`src/rtl/fetch_hazard_ctrl.sv`:
```
// ---------------------------------------------------------------------------
// fetch_hazard_ctrl
//   Hazard and fetch sequencer for the IF/ID pipeline register and the PC
//   stage. It combines load-use hazards, E-stage redirects and a blocking,
//   ack-based instruction memory into StallF/StallD/FlushD/FlushE. When a
//   redirect arrives while a fetch is still outstanding, the target is held
//   and replayed once that stale fetch completes.
//
//   Optional feature macro: HZ_PERF_CNT_EN
//     defined     : o_cnt_stall / o_cnt_flush are saturating cycle counters
//     not defined : both ports are tied to 0 and no counter flops exist
//
// Ports
//   i_clk, i_rst          clock (rising edge), synchronous active-low reset
//   i_rs1_D, i_rs2_D      source registers of the instruction in D
//   i_rd_E, i_memread_E   destination / load flag of the instruction in E
//   i_pcsrc_E             E-stage branch/jump taken
//   i_pc_target_E         redirect target from E
//   i_imem_ack            current fetch returns a valid instruction
//   o_imem_req            fetch request (high whenever out of reset)
//   o_StallF, o_StallD    hold PC / hold IF/ID
//   o_FlushD, o_FlushE    bubble into IF/ID / ID/EX
//   o_redir_vld, o_redir_pc  PC mux select and redirect PC
//   o_state               RUN=0, MISS=1, DRAIN=2
//   o_err                 sticky fetch timeout
//   o_cnt_stall           cycles with o_StallF=1
//   o_cnt_flush           cycles with o_FlushD=1
// ---------------------------------------------------------------------------
module fetch_hazard_ctrl #(
  parameter int unsigned REG_W        = 5,
  parameter int unsigned MISS_TIMEOUT = 255,
  parameter int unsigned CNT_W        = 32
) (
  input  logic             i_clk,
  input  logic             i_rst,
  input  logic [REG_W-1:0] i_rs1_D,
  input  logic [REG_W-1:0] i_rs2_D,
  input  logic [REG_W-1:0] i_rd_E,
  input  logic             i_memread_E,
  input  logic             i_pcsrc_E,
  input  logic [31:0]      i_pc_target_E,
  input  logic             i_imem_ack,
  output logic             o_imem_req,
  output logic             o_StallF,
  output logic             o_StallD,
  output logic             o_FlushD,
  output logic             o_FlushE,
  output logic             o_redir_vld,
  output logic [31:0]      o_redir_pc,
  output logic [1:0]       o_state,
  output logic             o_err,
  output logic [CNT_W-1:0] o_cnt_stall,
  output logic [CNT_W-1:0] o_cnt_flush
);

  typedef enum logic [1:0] {
    RUN   = 2'd0,
    MISS  = 2'd1,
    DRAIN = 2'd2
  } state_t;

  localparam int unsigned TMR_W = $clog2(MISS_TIMEOUT + 1);
  localparam logic [TMR_W-1:0] TMR_MAX = TMR_W'(MISS_TIMEOUT);

  state_t             r_state;
  state_t             w_state_nxt;
  logic [31:0]        r_tgt;
  logic               w_tgt_load;
  logic [TMR_W-1:0]   r_timer;
  logic [TMR_W-1:0]   w_timer_inc;
  logic               w_tick;
  logic               r_err;
  logic               w_lduse;

  assign w_lduse = i_memread_E & (i_rd_E != '0) &
                   ((i_rd_E == i_rs1_D) | (i_rd_E == i_rs2_D));

  // Timer advances only while waiting on an outstanding fetch.
  assign w_tick      = (r_state != RUN) & ~i_imem_ack;
  assign w_timer_inc = r_timer + TMR_W'(1);

  // -------------------------------------------------------------------------
  // Next-state and output decode
  // -------------------------------------------------------------------------
  always_comb begin
    o_StallF    = 1'b0;
    o_StallD    = 1'b0;
    o_FlushD    = 1'b0;
    o_FlushE    = 1'b0;
    o_redir_vld = 1'b0;
    o_redir_pc  = i_pc_target_E;
    w_state_nxt = r_state;
    w_tgt_load  = 1'b0;

    if (!i_rst) begin
      o_FlushD    = 1'b1;
      o_FlushE    = 1'b1;
      w_state_nxt = RUN;
    end else begin
      case (r_state)
        DRAIN: begin
          // Stale fetch outstanding: redirect and load-use are ignored;
          // the stale instruction is discarded when it finally returns.
          o_FlushD = 1'b1;
          if (i_imem_ack) begin
            o_redir_vld = 1'b1;
            o_redir_pc  = r_tgt;
            w_state_nxt = RUN;
          end else begin
            o_StallF = 1'b1;
          end
        end
        default: begin
          if (i_pcsrc_E && i_imem_ack) begin
            o_redir_vld = 1'b1;
            o_FlushD    = 1'b1;
            o_FlushE    = 1'b1;
            w_state_nxt = RUN;
          end else if (i_pcsrc_E) begin
            o_StallF    = 1'b1;
            o_FlushD    = 1'b1;
            o_FlushE    = 1'b1;
            w_tgt_load  = 1'b1;
            w_state_nxt = DRAIN;
          end else if (w_lduse) begin
            o_StallF    = 1'b1;
            o_StallD    = 1'b1;
            o_FlushE    = 1'b1;
            w_state_nxt = i_imem_ack ? RUN : MISS;
          end else if (!i_imem_ack) begin
            o_StallF    = 1'b1;
            o_FlushD    = 1'b1;
            w_state_nxt = MISS;
          end else begin
            w_state_nxt = RUN;
          end
        end
      endcase
    end
  end

  // -------------------------------------------------------------------------
  // State, held target, timeout timer and sticky error
  // -------------------------------------------------------------------------
  always_ff @(posedge i_clk) begin
    if (!i_rst) begin
      r_state <= RUN;
      r_tgt   <= '0;
      r_timer <= '0;
      r_err   <= 1'b0;
    end else begin
      r_state <= w_state_nxt;
      if (w_tgt_load) begin
        r_tgt <= i_pc_target_E;
      end
      if (!w_tick) begin
        r_timer <= '0;
      end else if (r_timer != TMR_MAX) begin
        // Saturates at the threshold so a long stall never wraps.
        r_timer <= w_timer_inc;
        if (w_timer_inc == TMR_MAX) begin
          r_err <= 1'b1;
        end
      end
    end
  end

  assign o_imem_req = i_rst;
  assign o_state    = r_state;
  assign o_err      = r_err;

`ifdef HZ_PERF_CNT_EN
  logic [CNT_W-1:0] r_cnt_stall;
  logic [CNT_W-1:0] r_cnt_flush;

  always_ff @(posedge i_clk) begin
    if (!i_rst) begin
      r_cnt_stall <= '0;
      r_cnt_flush <= '0;
    end else begin
      if (o_StallF && (r_cnt_stall != '1)) begin
        r_cnt_stall <= r_cnt_stall + CNT_W'(1);
      end
      if (o_FlushD && (r_cnt_flush != '1)) begin
        r_cnt_flush <= r_cnt_flush + CNT_W'(1);
      end
    end
  end

  assign o_cnt_stall = r_cnt_stall;
  assign o_cnt_flush = r_cnt_flush;
`else
  assign o_cnt_stall = '0;
  assign o_cnt_flush = '0;
`endif

endmodule
```
`config.mk`:
```
export PLATFORM = sky130hd
export DESIGN_NAME = fetch_hazard_ctrl
export DESIGN_NICKNAME = d
export VERILOG_FILES = /design/src/rtl/fetch_hazard_ctrl.sv
export SDC_FILE = /design/constraint.sdc
export NUM_CORES = 1
export LEC_CHECK = 0
export ABC_AREA = 1
export CAP_MARGIN = 20
export CORE_ASPECT_RATIO = 2
export CORE_MARGIN = 3
export CORE_UTILIZATION = 43
export DETAILED_ROUTE_END_ITERATION = 16
export PLACE_DENSITY = 0.91
export SYNTH_ARGS = -nofsm -noshare
export SYNTH_HDL_FRONTEND = slang
export SYNTH_SLANG_ARGS = --single-unit
```
`constraint.sdc`:
```
create_clock -name i_clk -period 4.9 [get_ports i_clk]
set_input_delay 1.47 -clock i_clk [delete_from_list [all_inputs] [get_ports i_clk]]
set_output_delay 1.47 -clock i_clk [all_outputs]
set_load 0.01 [all_outputs]
```
; ---- Word-level counts from Yosys, hierarchy flattened
; Cells that the tools add are included.
[totals]
register_bits = 43
latch_bits = 0
ram_bits = 0
rom_bits = 0
inputBits = 52
output_inout_bits = 105
elab_cells = 57
memories = 0
[classes]
add_sub_neg = 1
n_mul = 0
div = 0
magnitude_cmp = 0
n_eq_ne = 6
shift = 0
n_mux = 36
bitwise = 5
n_reduce_logical = 5
[op_table]
columns = operator, count
row1 = 2-to-1 mux 32 bit, 3
row2 = 2-to-1 mux 1 bit, 29
row3 = equality test 5 bit, 2
row4 = "adder 8 x 1 -> 8 bit, second input constant", 1
row5 = "equality test 8 bit, second input constant", 1
row6 = 2-to-1 mux 2 bit, 4
row7 = "inequality test 8 bit, second input constant", 1
row8 = nonzero test 5 bit, 1
row9 = AND 1 bit, 3
row10 = AND reduction 3 bit, 1
row11 = "equality test 2 bit, second input constant", 1
row12 = "inequality test 2 bit, second input constant", 1
row13 = AND reduction 2 bit, 1
row14 = nonzero test 2 bit, 1
row15 = logical AND 1 bit, 1
row16 = NOT 1 bit, 1
row17 = OR 1 bit, 1

; ---- Depth between registers and ports, before layout
; Gate-level depths: netlist of run 1.
[logic_depth]
word_depth = 8
ltp_mapped = 10
mapped_depth_nobuf = 10

; ---- Least setup slack after synthesis of run 1
; Ideal clock, no wire load.
[synth_path]
path_kind = input-to-output
start = input i_rst
end = output o_redir_pc[10]
arrival_ps = 2177
required_ps = 3430
slack_ps = 1253
stages = 5
path_buffers = 1
cell_sequence = inv_2 > nor2_4 > nand2_4 > buf_6 > mux2_4
[synth_between]
elab_chain_cells = 1
[synth_lines]
columns = item, line
row1 = from (decl), 35  ; input logic i_rst,
row2 = 2-to-1 mux 32 bit, 95  ; if (!i_rst) begin
row3 = to (decl), 49  ; output logic [31:0] o_redir_pc,
; No other way between the ends.

; ---- Worst setup path after layout of run 1
[layout_path]
start = input i_rst
end = output o_redir_pc[14]
; Same word-level chain as after synthesis.

==> out/qor.yml, run 1 <==
setup_path:
  cp-start-kind: "input pin"
  cp.depth: 7
  crit_end: "o_redir_pc[14]"
  worstPathArrival_ns: 3.29
  max_stage_delay_ns: 0.50
  worst_path_dominant_cell_family: "buffers and inverters"
  worstPathMaxFanout: 18
  cp.buffers_inverters: 4
  cp-startpoint: "i_rst"
  worst_ep_required_time_ns: 3.43
  slowest_stage: "clkdlybuf4s50_1"
  worstPathCellList: "clkdlybuf4s50_1 -> inv_2 -> nor2_4 -> nand2_4 -> buf_12 -> mux2_4 -> clkdlybuf4s50_1"
  path_class: "in2out"
  rr_worst_depth: 6
  reg2reg_from: "o_state[0]"
  timing.rr.end: "r_tgt[18]"
  reg2reg_slack_ns: 2.93
  crit_path_frequent_cell: "clkdlybuf4s50_1"
  crit_path_end_kind: "output pin"
placed_design:
  dp_slack_ns: 0.0586
  place.gp.congestion: 0.735
  port_buffers: 92
  place_hpwl_mm: 5.31
  dp_cells: 548
routing:
  remaining_drc_errors: 0
  avgRoutedWirePerCell_um: 11.8
  ant_nets: 0
  via_count: 2493
  drt_iter0_drc: 135
  wirelength_mm: 6.54
  first_pass_iters: 4
  routed_via_density: 4.48
logic_synthesis:
  synth_cell_types: 24
  ys_ff_latch: 43
  synth_area_leaders: "dfxtp_1, buf_4, mux2_4, nor2_1, o21ai_0"
  synth_top_area_share_pct: 29.6
  synth_edf_count: 0
  yosysMostFrequentCell: "nor2_1"
  synth_area_mm2: 0.00291
  yosysWarnings: 0
  syn_inst: 379
  ys_async_sr_fraction_pct: 0
  yosys.area.top_type: "dfxtp_1"
  seq_area_frac_synth_pct: 29.6
  syn_avg_cell_area_um2: 7.69
  netlist_top_cells_count: "nor2_1, buf_4, dfxtp_1, nand2_1, o21ai_0"
  ys.flop_type: "dfxtp_1"
clock_network:
  cts_max_path_buffers: 2
  clock_latency_ns: 0.28
  root_buffer: "clkbuf_16"
  h-tree-depth: 2
  cts_num_sinks: 43
  clkTransAtPathRegs_ns: 0.06
  cts_tree: "built"
  cts_made_buffers: 5
die:
  dieArea_mm2: 0.00786
  die_h_um: 122
  start_util_pct: 45.1
  row_count: 41
  design.core.area_mm2: 0.00646
  fp.dieW_um: 64.2
  ios: 157
final_layout:
  layout-drive-gt1-share_pct: 11.7
  syn2layout_area_growth_pct: 32.4
  fin_nets: 523
  diodes: 0
  stdcell_count: 556
global_route:
  grt_usage_pct: 16.1
  top_usage_layer: "met2"
  use_met2_pct: 31.5
  met1_usage_pct: 16.2
  antenna_found_initial: 0
  grt_pass1_wl_mm: 10.2
  grt_max_degree: 34
  gr-total-overflow: 0
  gr-usage-met3_pct: 3.39
  grt_pass1_vias: 2286
power_and_ir_drop:
  power_switching_uw: 225
  p_seq_share_pct: 39.1
  pwr-share-clk_pct: 39.6
  p_leak_nw: 1.83
  p_comb_share_pct: 21.3
  power.total_uw: 952
  p_sw_share_pct: 23.7
  power.density_mw_per_mm2: 247
  p_int_uw: 727
  ir_drop_mv: 0.116
sta:
  slew_headroom_pct: 61.9
  rsz0062_at_grt: "false"
  fmax_mhz: 210
  fin_setup_tns_ns: 0
  setup_slack_ns: 0.142
  period_share_pct: 97.1
  timing_hold_violations_final: 0
  period_needed_ns: 4.76
  slew_viol_final: 0
  worst_pin_slew_ns: 0.571
  skew_ns: 0.00681
  setup_viol: 0
outcome:
  status: "finished, final reports clean"
run:
  maxCapViolCount: 0
worst_hold_path:
  hp-class: "reg2reg"
## layout make-up
type                    instances  area [um^2]
fillers                       575         2610
repair buffers                 97          988
inverters                      31          116
well taps                      86          108
flip-flops and latches         43          861
clock inverters                 2         35.0
clock buffers                   6          139
multi-input cells             291         1610
## layout by cell type, fill, tap and decap left out, drive strengths merged, types with 4 or more instances in the layout
cell type,synthesis,routed
dfxtp,43,43
nand2,41,41
clkdlybuf4s50,0,90
xnor2,4,4
buf,71,5
a21oi,7,7
conb,1,64
inv,31,31
mux2,32,32
nor2,88,88
clkbuf,6,6
o21ai,36,36
nand3,10,10
## worst reg2reg max path: stages (launching register included)
cell	delay, ns
dfxtp_1	0.40
nor2_4	0.07
inv_2	0.11
nand3_2	0.46
inv_2	0.65
nor2_1	0.09
nor2_1	0.13
## sequential cells by signal, summed over array words and instances, names as in the netlist
register  count
r_tgt        32
r_timer       8
o_state       2
o_err         1
## power by group through the flow
stage	combinational [mW]	clock [mW]	sequential, mW
5_1_grt	0.220	0.402	0.374
4_1_cts	0.203	0.388	0.372
3_5_place_dp	0.202	0	0.380
6_report	0.203	0.377	0.372
3_3_place_gp	0.198	0	0.379
2_1_floorplan	0.144	0	0.378
## kinds of logic after synthesis
kind of cell	after synthesis	share of synthesized area [%]
XOR/XNOR	6	1.80
AO/OA/AOI/OAI	44	7.65
AND/OR/NAND/NOR	143	20.3
other	1	0.129
adder cells (fa/ha/maj)	2	0.859
buffers and inverters	108	23.5
multiplexers	32	16.2
flip-flops	43	29.6
## per-layer routing
metal | up-vias | wire length (um)
met5 | - | 0
met3 | 6 | 636
met2 | 139 | 3500
met1 | 1101 | 2310
met4 | 0 | 97
li1 | 1247 | -
## worst min path at each step
stage          slack, ns       end     start  cells past startpoint
4_1_cts             0.46     o_err     o_err                      2
3_5_place_dp        0.45     o_err     o_err                      2
6_report            0.45     o_err     o_err                      2
3_3_place_gp        0.44     o_err     o_err                      2
2_1_floorplan       0.45  r_tgt[0]  r_tgt[0]                      2
5_1_grt             0.48     o_err     o_err                      2
## metrics by stage
step	util, %	cell area [um^2]	hold WS, ns
6_report	59.7	3860	0.451
4_1_cts	59.5	3850	0.457
2_1_floorplan	-	3150	0.451
5_1_grt	59.7	3860	0.478
3_5_place_dp	56.8	3670	0.448
3_3_place_gp	56.8	3670	0.442
## timing repair
item                       CTS  global route
gates resized for setup      0             3
hold buffers                 0             0
buffers inserted             0             0
setup endpoints to repair    0             1
(Power assumes the default switching activity.)
==> run 2: changes to the inputs <==
MAX_ROUTING_LAYER = met4   (was not set)
==> out/qor.yml, run 2 (synthesis gave the netlist of run 1 again) <==
sta:
  timing.hold.ws_ns: 0.451  # about the same
  skew_ns: 0.00671  # was 0.00681 ns
  fin_setup_tns_ns: 0  # unchanged
  slew_headroom_pct: 61.9  # about the same
  worst_pin_slew_ns: 0.571  # about the same
  fmax_mhz: 210  # about the same
  slew_viol_final: 0  # unchanged
  period_needed_ns: 4.76  # about the same
  timing_hold_violations_final: 0  # unchanged
  rsz0062_at_grt: "false"  # unchanged
  period_share_pct: 97.1  # about the same
  setup_viol: 0  # unchanged
die:
  ios: 157  # unchanged
  start_util_pct: 45.1  # unchanged
  die_h_um: 122  # unchanged
  design.core.area_mm2: 0.00646  # unchanged
  row_count: 41  # unchanged
  dieArea_mm2: 0.00786  # unchanged
  fp.dieW_um: 64.2  # unchanged
global_route:
  gr-total-overflow: 0  # unchanged
  met1_usage_pct: 16.5  # was 16.2%
  grt_pass1_vias: 2289  # was 2286
  gr-usage-met3_pct: 2.93  # was 3.39%
  top_usage_layer: "met2"  # unchanged
  grt_max_degree: 34  # unchanged
  antenna_found_initial: 0  # unchanged
  use_met2_pct: 31.5  # unchanged
  grt_pass1_wl_mm: 10.2  # about the same
  grt_usage_pct: 16.5  # was 16.1%
routing:
  via_count: 2493  # unchanged
  first_pass_iters: 4  # unchanged
  ant_nets: 0  # unchanged
  wirelength_mm: 6.53  # was 6.54 mm
  routed_via_density: 4.48  # unchanged
  drt_iter0_drc: 116  # was 135
  remaining_drc_errors: 0  # unchanged
  avgRoutedWirePerCell_um: 11.8  # about the same
clock_network:
  hold_buffers: 0  # unchanged
  h-tree-depth: 2  # unchanged
  clock_latency_ns: 0.28  # about the same
  cts_num_sinks: 43  # unchanged
  clkTransAtPathRegs_ns: 0.06  # about the same
  cts_tree: "built"  # unchanged
  cts_max_path_buffers: 2  # unchanged
  cts_made_buffers: 5  # unchanged
  root_buffer: "clkbuf_16"  # unchanged
setup_path:
  cp-start-kind: "input pin"  # unchanged
  reg2reg_from: "o_state[0]"  # unchanged
  crit_path_end_kind: "output pin"  # unchanged
  slowest_stage: "clkdlybuf4s50_1"  # unchanged
  cp-startpoint: "i_rst"  # unchanged
  worst_ep_required_time_ns: 3.43  # about the same
  worstPathArrival_ns: 3.29  # about the same
  crit_path_frequent_cell: "clkdlybuf4s50_1"  # unchanged
  path_class: "in2out"  # unchanged
  max_stage_delay_ns: 0.49  # was 0.50 ns
  worstPathMaxFanout: 18  # unchanged
  crit_end: "o_redir_pc[14]"  # unchanged
  reg2reg_slack_ns: 2.92  # was 2.93 ns
  timing.rr.end: "r_tgt[18]"  # unchanged
  worstPathCellList: "clkdlybuf4s50_1 -> inv_2 -> nor2_4 -> nand2_4 -> buf_12 -> mux2_4 -> clkdlybuf4s50_1"  # unchanged
  rr_worst_depth: 6  # unchanged
run:
  maxCapViolCount: 0  # unchanged
placed_design:
  port_buffers: 92  # unchanged
  place_hpwl_mm: 5.31  # unchanged
  place.gp.congestion: 0.744  # was 0.735
worst_hold_path:
  hold_depth: 2  # unchanged
  hp-class: "reg2reg"  # unchanged
power_and_ir_drop:
  p_leak_nw: 1.83  # unchanged
  ir_drop_mv: 0.116  # about the same
  power.density_mw_per_mm2: 247  # about the same
final_layout:
  fin_nets: 523  # unchanged
  syn2layout_area_growth_pct: 32.4  # unchanged
  diodes: 0  # unchanged
  largest-register: "r_tgt"  # unchanged
  mostFrequentLayoutCells: "clkdlybuf4s50_1, nor2_1, conb_1, dfxtp_1, nand2_1"  # unchanged
  largest_reg_flops: 32  # unchanged
  final_common_cell: "clkdlybuf4s50_1"  # unchanged
  layout-drive-gt1-share_pct: 11.7  # unchanged
outcome:
  status: "finished, final reports clean"  # unchanged
-- run 2: cell counts in the layout (fill, tap and decap cells not counted) --
Identical to the previous run, type by type.
-- run 2: cell type report --
type,instances,area [um^2]
clock buffers,6,139
clock inverters,2,35.0
fillers,575,2610
inverters,31,116
multi-input cells,291,1610
flip-flops and latches,43,861
well taps,86,108
repair buffers,97,988
-- run 2: layer usage --
metal | routed length (um) | share of wire [%] | vias to the layer above
met2 | 3500 | 53 | 141
met3 | 612 | 9.4 | 6
li1 | - | - | 1247
met5 | 0 | 0 | -
met4 | 103 | 1.6 | 0
met1 | 2320 | 36 | 1099
-- run 2: critical path: cells and delay by family --
family                 cells  cell delay (ns)
buffers and inverters      4             1.23
muxes                      1             0.30
and+or+nand+nor            2             0.26
-- run 2: how the worst min path moves through the flow --
stage	end	startpoint
after detailed placement	o_err	o_err
final	o_err	o_err
after CTS	o_err	o_err
after floorplan	r_tgt[0]	r_tgt[0]
after global placement	o_err	o_err
after global routing	o_err	o_err
-- run 2: where the power goes --
group	internal (mW)	total [mW]	leakage [nW]	switching, mW
Clock	0.253	0.377	0.0868	0.124
Combinational	0.109	0.203	1.39	0.0934
Sequential	0.364	0.372	0.351	0.00819
-- run 2: timing repair --
| item | 4_1_cts | 5_1_grt |
|---|---|---|
| setup buffers | 0 | 0 |
| gates resized for setup | 0 | 3 |
| setup endpoints to repair | 0 | 1 |
| hold endpoints to repair | 0 | 0 |
-- run 2: metrics by stage --
| stage | setup WS [ns] | power (mW) | std cells | instance area (um^2) | util, % |
|---|---|---|---|---|---|
| finish | 0.143 | 0.952 | 556 | 3860 | 59.7 |
| global route | 0.0548 | 0.996 | 556 | 3860 | 59.7 |
| CTS | 0.0451 | 0.964 | 556 | 3850 | 59.5 |
| detailed placement | 0.0586 | 0.582 | 548 | 3670 | 56.8 |
| global placement | 0.0103 | 0.578 | 548 | 3670 | 56.8 |
| floorplan | 1.25 | 0.522 | 442 | 3150 | - |
